<file path="src/rtl/accelerator_matrix_row_max_subtractor_if.sv">
// Handshake and data bus for the row-max subtractor stage.
// The master drives sizes and input elements, and the slave returns the row-normalised elements.
interface accelerator_matrix_row_max_subtractor_if #(
    parameter int DATA_SIZE = 64
);
    logic                 START;
    logic                 READY;
    logic                 DATA_IN_MATRIX_ENABLE;
    logic                 DATA_IN_READY;
    logic                 DATA_OUT_MATRIX_ENABLE;
    logic                 DATA_OUT_VECTOR_ENABLE;
    logic [DATA_SIZE-1:0] SIZE_I_IN;
    logic [DATA_SIZE-1:0] SIZE_J_IN;
    logic [DATA_SIZE-1:0] DATA_IN;
    logic [DATA_SIZE-1:0] DATA_OUT;

    modport master (
        output START, DATA_IN_MATRIX_ENABLE, SIZE_I_IN, SIZE_J_IN, DATA_IN,
        input  READY, DATA_IN_READY, DATA_OUT_MATRIX_ENABLE,
        input  DATA_OUT_VECTOR_ENABLE, DATA_OUT
    );

    modport slave (
        input  START, DATA_IN_MATRIX_ENABLE, SIZE_I_IN, SIZE_J_IN, DATA_IN,
        output READY, DATA_IN_READY, DATA_OUT_MATRIX_ENABLE,
        output DATA_OUT_VECTOR_ENABLE, DATA_OUT
    );
endinterface

</file>
<file path="src/rtl/accelerator_matrix_row_max_subtractor.sv">
// Buffers one matrix row, tracks its signed maximum, then streams x - max per element.
// The result feeds the softmax stage.
module accelerator_matrix_row_max_subtractor #(
    parameter int DATA_SIZE    = 64,
    parameter int CONTROL_SIZE = 4
) (
    input logic CLK,
    input logic RST,
    accelerator_matrix_row_max_subtractor_if.slave bus
);
    localparam int DEPTH = 2 ** CONTROL_SIZE;
    localparam logic [DATA_SIZE-1:0] DEPTH_W = DATA_SIZE'(DEPTH);
    localparam logic [DATA_SIZE-1:0] ONE = DATA_SIZE'(1);

    typedef enum logic [1:0] {
        IDLE,
        INPUT_ROW,
        OUTPUT_ROW,
        ENDER
    } state_t;

    state_t state;

    logic [DATA_SIZE-1:0] size_i;
    logic [DATA_SIZE-1:0] size_j;
    logic [DATA_SIZE-1:0] row;
    logic [DATA_SIZE-1:0] col;
    logic signed [DATA_SIZE-1:0] max_val;
    logic [DATA_SIZE-1:0] buffer [DEPTH];

    logic [DATA_SIZE-1:0] data_out;
    logic                 ready;
    logic                 out_en;
    logic                 vec_en;

    logic [DATA_SIZE-1:0]    size_j_clamp;
    logic [CONTROL_SIZE-1:0] idx;
    logic                    accept;
    logic                    last_col;
    logic                    last_row;

    assign size_j_clamp = (bus.SIZE_J_IN > DEPTH_W) ? DEPTH_W : bus.SIZE_J_IN;
    assign idx      = col[CONTROL_SIZE-1:0];
    assign accept   = (state == INPUT_ROW) && bus.DATA_IN_MATRIX_ENABLE;
    assign last_col = (col == size_j - ONE);
    assign last_row = (row == size_i - ONE);

    // Row storage carries no reset; every slot is written before it is read.
    always_ff @(posedge CLK) begin
        if (accept) begin
            buffer[idx] <= bus.DATA_IN;
        end
    end

    always_ff @(posedge CLK or posedge RST) begin
        if (RST) begin
            state    <= IDLE;
            size_i   <= '0;
            size_j   <= '0;
            row      <= '0;
            col      <= '0;
            max_val  <= '0;
            data_out <= '0;
            ready    <= 1'b0;
            out_en   <= 1'b0;
            vec_en   <= 1'b0;
        end else begin
            ready  <= 1'b0;
            out_en <= 1'b0;
            vec_en <= 1'b0;
            case (state)
                IDLE: begin
                    if (bus.START) begin
                        size_i <= bus.SIZE_I_IN;
                        size_j <= size_j_clamp;
                        row    <= '0;
                        col    <= '0;
                        if (bus.SIZE_I_IN == '0 || size_j_clamp == '0) begin
                            state <= ENDER;
                        end else begin
                            state <= INPUT_ROW;
                        end
                    end
                end
                INPUT_ROW: begin
                    if (bus.DATA_IN_MATRIX_ENABLE) begin
                        // First column seeds the max so nothing leaks from the previous row.
                        if (col == '0 || $signed(bus.DATA_IN) > max_val) begin
                            max_val <= bus.DATA_IN;
                        end
                        if (last_col) begin
                            col   <= '0;
                            state <= OUTPUT_ROW;
                        end else begin
                            col <= col + ONE;
                        end
                    end
                end
                OUTPUT_ROW: begin
                    data_out <= buffer[idx] - max_val;
                    out_en   <= 1'b1;
                    if (last_col) begin
                        vec_en <= 1'b1;
                        col    <= '0;
                        if (last_row) begin
                            state <= ENDER;
                        end else begin
                            row   <= row + ONE;
                            state <= INPUT_ROW;
                        end
                    end else begin
                        col <= col + ONE;
                    end
                end
                ENDER: begin
                    ready <= 1'b1;
                    state <= IDLE;
                end
                default: state <= IDLE;
            endcase
        end
    end

    assign bus.DATA_IN_READY          = (state == INPUT_ROW);
    assign bus.READY                  = ready;
    assign bus.DATA_OUT               = data_out;
    assign bus.DATA_OUT_MATRIX_ENABLE = out_en;
    assign bus.DATA_OUT_VECTOR_ENABLE = vec_en;
endmodule

</file>
<file path="src/flat_wrapper.sv">
// flat-port wrapper written by rule: the top's interface ports become plain ports
module accelerator_matrix_row_max_subtractor_flat 
#(
    parameter int DATA_SIZE    = 64,
    parameter int CONTROL_SIZE = 4
)
  (CLK, RST, bus_START, bus_DATA_IN_MATRIX_ENABLE, bus_SIZE_I_IN, bus_SIZE_J_IN, bus_DATA_IN, bus_READY, bus_DATA_IN_READY, bus_DATA_OUT_MATRIX_ENABLE, bus_DATA_OUT_VECTOR_ENABLE, bus_DATA_OUT);
  accelerator_matrix_row_max_subtractor_if #(.DATA_SIZE(DATA_SIZE)) bus_i ();
  input logic CLK;
  input logic RST;
  input wire logic [$bits(bus_i.START)-1:0] bus_START;
  input wire logic [$bits(bus_i.DATA_IN_MATRIX_ENABLE)-1:0] bus_DATA_IN_MATRIX_ENABLE;
  input wire logic [$bits(bus_i.SIZE_I_IN)-1:0] bus_SIZE_I_IN;
  input wire logic [$bits(bus_i.SIZE_J_IN)-1:0] bus_SIZE_J_IN;
  input wire logic [$bits(bus_i.DATA_IN)-1:0] bus_DATA_IN;
  output wire logic [$bits(bus_i.READY)-1:0] bus_READY;
  output wire logic [$bits(bus_i.DATA_IN_READY)-1:0] bus_DATA_IN_READY;
  output wire logic [$bits(bus_i.DATA_OUT_MATRIX_ENABLE)-1:0] bus_DATA_OUT_MATRIX_ENABLE;
  output wire logic [$bits(bus_i.DATA_OUT_VECTOR_ENABLE)-1:0] bus_DATA_OUT_VECTOR_ENABLE;
  output wire logic [$bits(bus_i.DATA_OUT)-1:0] bus_DATA_OUT;
  assign bus_i.START = bus_START;
  assign bus_i.DATA_IN_MATRIX_ENABLE = bus_DATA_IN_MATRIX_ENABLE;
  assign bus_i.SIZE_I_IN = bus_SIZE_I_IN;
  assign bus_i.SIZE_J_IN = bus_SIZE_J_IN;
  assign bus_i.DATA_IN = bus_DATA_IN;
  assign bus_READY = bus_i.READY;
  assign bus_DATA_IN_READY = bus_i.DATA_IN_READY;
  assign bus_DATA_OUT_MATRIX_ENABLE = bus_i.DATA_OUT_MATRIX_ENABLE;
  assign bus_DATA_OUT_VECTOR_ENABLE = bus_i.DATA_OUT_VECTOR_ENABLE;
  assign bus_DATA_OUT = bus_i.DATA_OUT;
  accelerator_matrix_row_max_subtractor #(.DATA_SIZE(DATA_SIZE), .CONTROL_SIZE(CONTROL_SIZE)) u_core (.CLK(CLK), .RST(RST), .bus(bus_i));
endmodule
</file>
<file path="config.mk">
export PLATFORM = sky130hd
export DESIGN_NAME = accelerator_matrix_row_max_subtractor_flat
export DESIGN_NICKNAME = d
export VERILOG_FILES = /design/src/rtl/accelerator_matrix_row_max_subtractor_if.sv /design/src/rtl/accelerator_matrix_row_max_subtractor.sv /design/src/flat_wrapper.sv
export SDC_FILE = /design/constraint.sdc
export NUM_CORES = 2
export LEC_CHECK = 0
export CAP_MARGIN = 10
export CORE_ASPECT_RATIO = 0.5
export CORE_MARGIN = 10
export CORE_UTILIZATION = 32
export CTS_CLUSTER_SIZE = 25
export DETAILED_ROUTE_END_ITERATION = 10
export GPL_ROUTABILITY_DRIVEN = 1
export PLACE_DENSITY = 0.59
export SLEW_MARGIN = 0
export SYNTH_ARGS = -nofsm -noshare
export SYNTH_HDL_FRONTEND = slang
export SYNTH_SLANG_ARGS = --single-unit
</file>
<file path="constraint.sdc">
create_clock -name CLK -period 33.4 [get_ports CLK]
set_input_delay 8.35 -clock CLK [delete_from_list [all_inputs] [get_ports CLK]]
set_output_delay 8.35 -clock CLK [all_outputs]
set_load 0.02 [all_outputs]
</file>
# ---- Yosys cells after proc, flatten, opt, wreduce, memory -nomap -nowiden
# Memories as Yosys holds them, arrays and structs flattened.
# Cells that the tools add are included.
dict set report word_totals {
  reg_bits 389
  ram_bits 1024
  elab_cells 63
  n_memories 1
  out_inout_bits 68
}
# memory words word_bits rd rd_ports_with_merged_regs wr line_no
set memory_table {}
lappend memory_table {u_core.buffer 16 64 1 0 1 accelerator_matrix_row_max_subtractor.sv:29} ;# logic [DATA_SIZE-1:0] buffer [DEPTH];
dict set report classes {
  magnitude_cmp 2
  n_reduce_logical 14
  eq_ne 10
  n_addsub 5
  muxes 21
}
# operator count
set op_table {}
lappend op_table {{2-to-1 mux 64 bit} 6}
lappend op_table {{zero test 64 bit} 3}
lappend op_table {{one-hot mux 64 bit (3 select lines)} 1}
lappend op_table {{adder 64 x 1 -> 64 bit (second input constant)} 2}
lappend op_table {{== test 64 bit} 2}
lappend op_table {{one-hot mux 64 bit (2 select lines)} 1}
lappend op_table {{subtractor 64 x 1 -> 64 bit (second input constant)} 2}
lappend op_table {{greater-than comparator 64 x 5 -> 1 bit (second input constant)} 1}
lappend op_table {{greater-than comparator 64 bit} 1}
lappend op_table {{subtractor 64 bit} 1}
lappend op_table {{2-to-1 mux 2 bit} 6}
lappend op_table {{one-hot mux 2 bit (4 select lines)} 1}
lappend op_table {{AND reduction 4 bit} 2}
lappend op_table {{2-to-1 mux 1 bit} 6}
lappend op_table {{!= test 2 bit (second input constant)} 3}
lappend op_table {{AND reduction 3 bit} 2}
lappend op_table {{== test 2 bit (second input constant)} 2}
lappend op_table {{!= test 2 x 1 -> 1 bit (second input constant)} 2}
lappend op_table {{nonzero test 3 bit} 1}
lappend op_table {{== test 2 x 1 -> 1 bit (second input constant)} 1}
lappend op_table {{zero test 2 bit} 1}
lappend op_table {{logical OR 1 bit} 2}
lappend op_table {{AND reduction 2 bit} 1}
lappend op_table {{nonzero test 2 bit} 1}
lappend op_table {{logical AND 1 bit} 1}

# ---- Longest topological paths before layout
dict set report depth {
  word_depth 7
  ltp_mapped 19
}

# ---- Least setup slack after synthesis
# OpenSTA, ideal clock, no wires.
dict set report synth_timing {
  path_type {input to register}
  from {input bus_DATA_IN_MATRIX_ENABLE}
  to {register u_core.max_val[0]}
  arrival_time_ps 14818
  path_slack_ps 18457
  cell_stages 9
  cell_sequence {and2_1 nand2_1 nor3_1 nand3_1 nor4_1 nand4_1 o21ai_1 clkbuf_1 mux2_2}
}
dict set report synth_between {
  elab_chain_cells 1
}
# item line_no
set synth_rtl {}
lappend synth_rtl {{start: declaration} flat_wrapper.sv:12} ;# input wire logic [$bits(bus_i.DATA_IN_MATRIX_ENABLE)-1:0] bus_DATA_IN_MATRIX_ENABLE;
lappend synth_rtl {{AND reduction 3 bit (no line)} -}
lappend synth_rtl {{end signal: assignment} accelerator_matrix_row_max_subtractor.sv:89} ;# max_val <= bus.DATA_IN;
lappend synth_rtl {{end: declaration} accelerator_matrix_row_max_subtractor.sv:28} ;# logic signed [DATA_SIZE-1:0] max_val;
# No other way between the ends.
# A chain may end at the register's enable or synchronous reset.

# ---- Worst setup path in the final report
dict set report layout_timing {
  from {input bus_DATA_IN[63]}
  to {register u_core.max_val[21]}
}
dict set report layout_between {
  elab_chain_cells 3
}
# item line_no
set layout_rtl {}
lappend layout_rtl {{start: declaration} flat_wrapper.sv:15} ;# input wire logic [$bits(bus_i.DATA_IN)-1:0] bus_DATA_IN;
lappend layout_rtl {{greater-than comparator 64 bit} accelerator_matrix_row_max_subtractor.sv:88} ;# if (col == '0 || $signed(bus.DATA_IN) > max_val) begin
lappend layout_rtl {{logical OR 1 bit} accelerator_matrix_row_max_subtractor.sv:88}
lappend layout_rtl {{AND reduction 3 bit (no line)} -}
# No other way between the ends.

==> metrics.csv <==
metric,value,unit
root_buffer,clkbuf_16,
core_area,0.200,mm^2
ff2ff_path_depth,18,
drive_gt1_share,18.1,%
synth_top_flop_cell,edfxtp_1,
outcome,"finished, final reports clean",
yosysSeqAreaShare,62.8,%
period_minus_slack,13.65,ns
hold_viol,0,
yosys-top-cells-area,"edfxtp_1 48%, dfrtp_1 15%, mux4_2 11%, mux2_2 3.2%, ha_1 2.7%",
final_antenna_net_count,0,
dieArea,0.221,mm^2
clkSlewWorstSetupHoldPaths,0.06,ns
wl,174000,um
ioPinCount,264,
cts_tree,yes,
yosys.area.top_type,edfxtp_1,
max_freq,73.3,MHz
powerDensity,71.9,mW/mm^2
p_leak,27.4,nW
place_area,0.0703,mm^2
cts_setup_buffers,0,
period_share,40.9,%
path_class,in2reg,
synth_edf_count,1024,
grt_max_degree,182,
fp.dieH,337,um
design_area,0.0748,mm^2
synthArstFlopShare,27.5,%
clk_path_buf_depth,3,
finalMaxSlewViolations,0,
antenna_found_initial,13,
synthTopCellsByCount,"1024 x edfxtp_1, 389 x dfrtp_1, 320 x mux4_2",
fp-row-count,116,
grt_pass1_wl,260000,um
ys_ff_latch,1413,
start_util,32.2,%
netlist_area,0.0644,mm^2
worstHoldPathType,reg2reg,
synthCells,4220,
portBuffers,263,
yosysWarnings,0,
cts_buffers,139,
dp.cells,7005,
setup_viol,0,
synth_top_area_share,47.7,%
clk_latency,0.79,ns
hold_buffers,0,
fin_util,37.4,%
path_max_fanout,48,
routed-via-count,38600,
wl_per_cell,24.0,um
ys_types,79,
syn_area_per_cell,15.3,um^2
syn_to_final_growth,16.1,%
synth_fp_nets,4555,
gr-total-overflow,0,
drc,0,
max-vdd-ir-drop,0.0510,mV
total_power,5.38,mW
endpoint,u_core.max_val[21]$_DFFE_PP0P_,
critPathArrivalTime,14.31,ns
gp_congestion,0.879,
pre_cts_ws,19.01,ns
relSlewSlack,20.9,%
vias_per_cell,5.32,
drt_iter0_markers,3246,
finalSetupTns,0,ns
cts_htree_levels,4,
hold-worst-slack,0.505,ns
required,34.06,ns
post-dp-hpwl,110000,um
end_kind,register,
r2r-start,u_core.col[1]$_DFFE_PP0P_,
fin_skew,0.0388,ns
start_kind,input pin,
drt_pre_antenna_iters,7,
finalNetCount,4826,
worst_slew_pin_slew,1.18,ns
crit_start,bus_DATA_IN[63],
maxCapViolCount,0,
dieWidth,655,um
instances_no_fill,7262,
first_global_vias,39500,
grt_util_all_layers,15.4,%
cts_sinks,1413,
ctsResizeCount,0,
fin_ws,19.75,ns
r2r_setup_slack,25.24,ns
synth.most_common_cell,edfxtp_1,
rsz0062_at_grt,false,
reg2reg_to,u_core.bus.DATA_OUT[58]$_DFFE_PP0P_,
-- flip-flops by register name, summed over array words and instances (netlist names) --
| name | count |
|---|---|
| u_core.state | 2 |
| u_core.row | 64 |
| u_core.size_j | 64 |
| u_core.bus.DATA_OUT | 64 |
| u_core.col | 64 |
| u_core.bus.DATA_OUT_MATRIX_ENABLE | 1 |
| u_core.buffer | 1024 |
| u_core.bus.READY | 1 |
| u_core.bus.DATA_OUT_VECTOR_ENABLE | 1 |
| u_core.size_i | 64 |
| u_core.max_val | 64 |
-- layout by cell type (no fill, tap or decap), types with 55 or more instances in the layout --
master and n:
clkdlybuf4s50_1 263, xnor2_1 183, nand4_1 93, nand3_1 91, xor2_1 117, nor3_1 74
ha_1 137, buf_4 55, mux4_2 320, a21o_1 78, inv_1 133, dfrtp_1 385
edfxtp_1 1024, and2_1 77, clkbuf_16 141, o21ai_0 65, nor4_1 103, nor2_1 192
a21oi_1 146, nand2_1 157, mux2_2 184
-- critical path, cell delays in order --
cell,delay (ns)
clkdlybuf4s50_1,0.74
ha_1,0.60
nand4_1,0.14
nor2_1,0.28
nand3_1,0.15
or3_1,0.41
or2_2,0.33
or3_1,0.46
or4_1,0.60
o221ai_1,0.24
xor2_1,0.13
o21ai_4,0.65
buf_4,0.70
mux2_2,0.41
-- report_power, final --
part           switching, mW  internal [mW]
registers             0.0677           2.01
clock network          0.698          0.858
logic                   1.01          0.730
-- layout make-up --
cell class / instances / area [um^2]
fillers: 18500 / 125000
flip-flops and latches: 1413 / 40500
multi-input cells: 2481 / 22900
clock buffers: 184 / 3790
well taps: 2655 / 3320
repair buffers: 322 / 3130
clock inverters: 69 / 709
inverters: 134 / 510
diodes: 4 / 10.0
-- logic make-up (layout without fill, tap and decap cells) --
family          after synthesis  in the layout  share of synthesized area [%]
flops                      1413           1413                           62.8
simple gates               1030           1030                           8.73
mux                         523            523                           14.7
compound gates              489            489                           5.02
buf+inv                     326            709                           1.95
xor+xnor                    300            300                           4.08
fa+ha+maj                   139            139                           2.71
other cells                   0              4                              0
-- worst min path at each step --
stage | startpoint | end | slack (ns) | cells past startpoint
after floorplan | u_core.size_j[63]$_DFFE_PP0P_ | u_core.size_j[63]$_DFFE_PP0P_ | 0.47 | 1
after global placement | u_core.max_val[28]$_DFFE_PP0P_ | u_core.max_val[28]$_DFFE_PP0P_ | 0.49 | 1
after detailed placement | u_core.size_j[63]$_DFFE_PP0P_ | u_core.size_j[63]$_DFFE_PP0P_ | 0.49 | 1
after CTS | u_core.max_val[22]$_DFFE_PP0P_ | u_core.max_val[22]$_DFFE_PP0P_ | 0.51 | 1
after global routing | u_core.max_val[35]$_DFFE_PP0P_ | u_core.max_val[35]$_DFFE_PP0P_ | 0.52 | 1
final | u_core.max_val[20]$_DFFE_PP0P_ | u_core.max_val[20]$_DFFE_PP0P_ | 0.50 | 1
-- metal layers --
| metal | GRT usage, % | share of wire (%) | vias up |
|---|---|---|---|
| met5 | 0 | 0.026 | - |
| met4 | 4.56 | 2.7 | 6 |
| met3 | 2.08 | 4.8 | 274 |
| met2 | 26.6 | 50 | 1111 |
| met1 | 20.4 | 43 | 20200 |
| li1 | - | - | 17000 |
(Power assumes the default switching activity.)
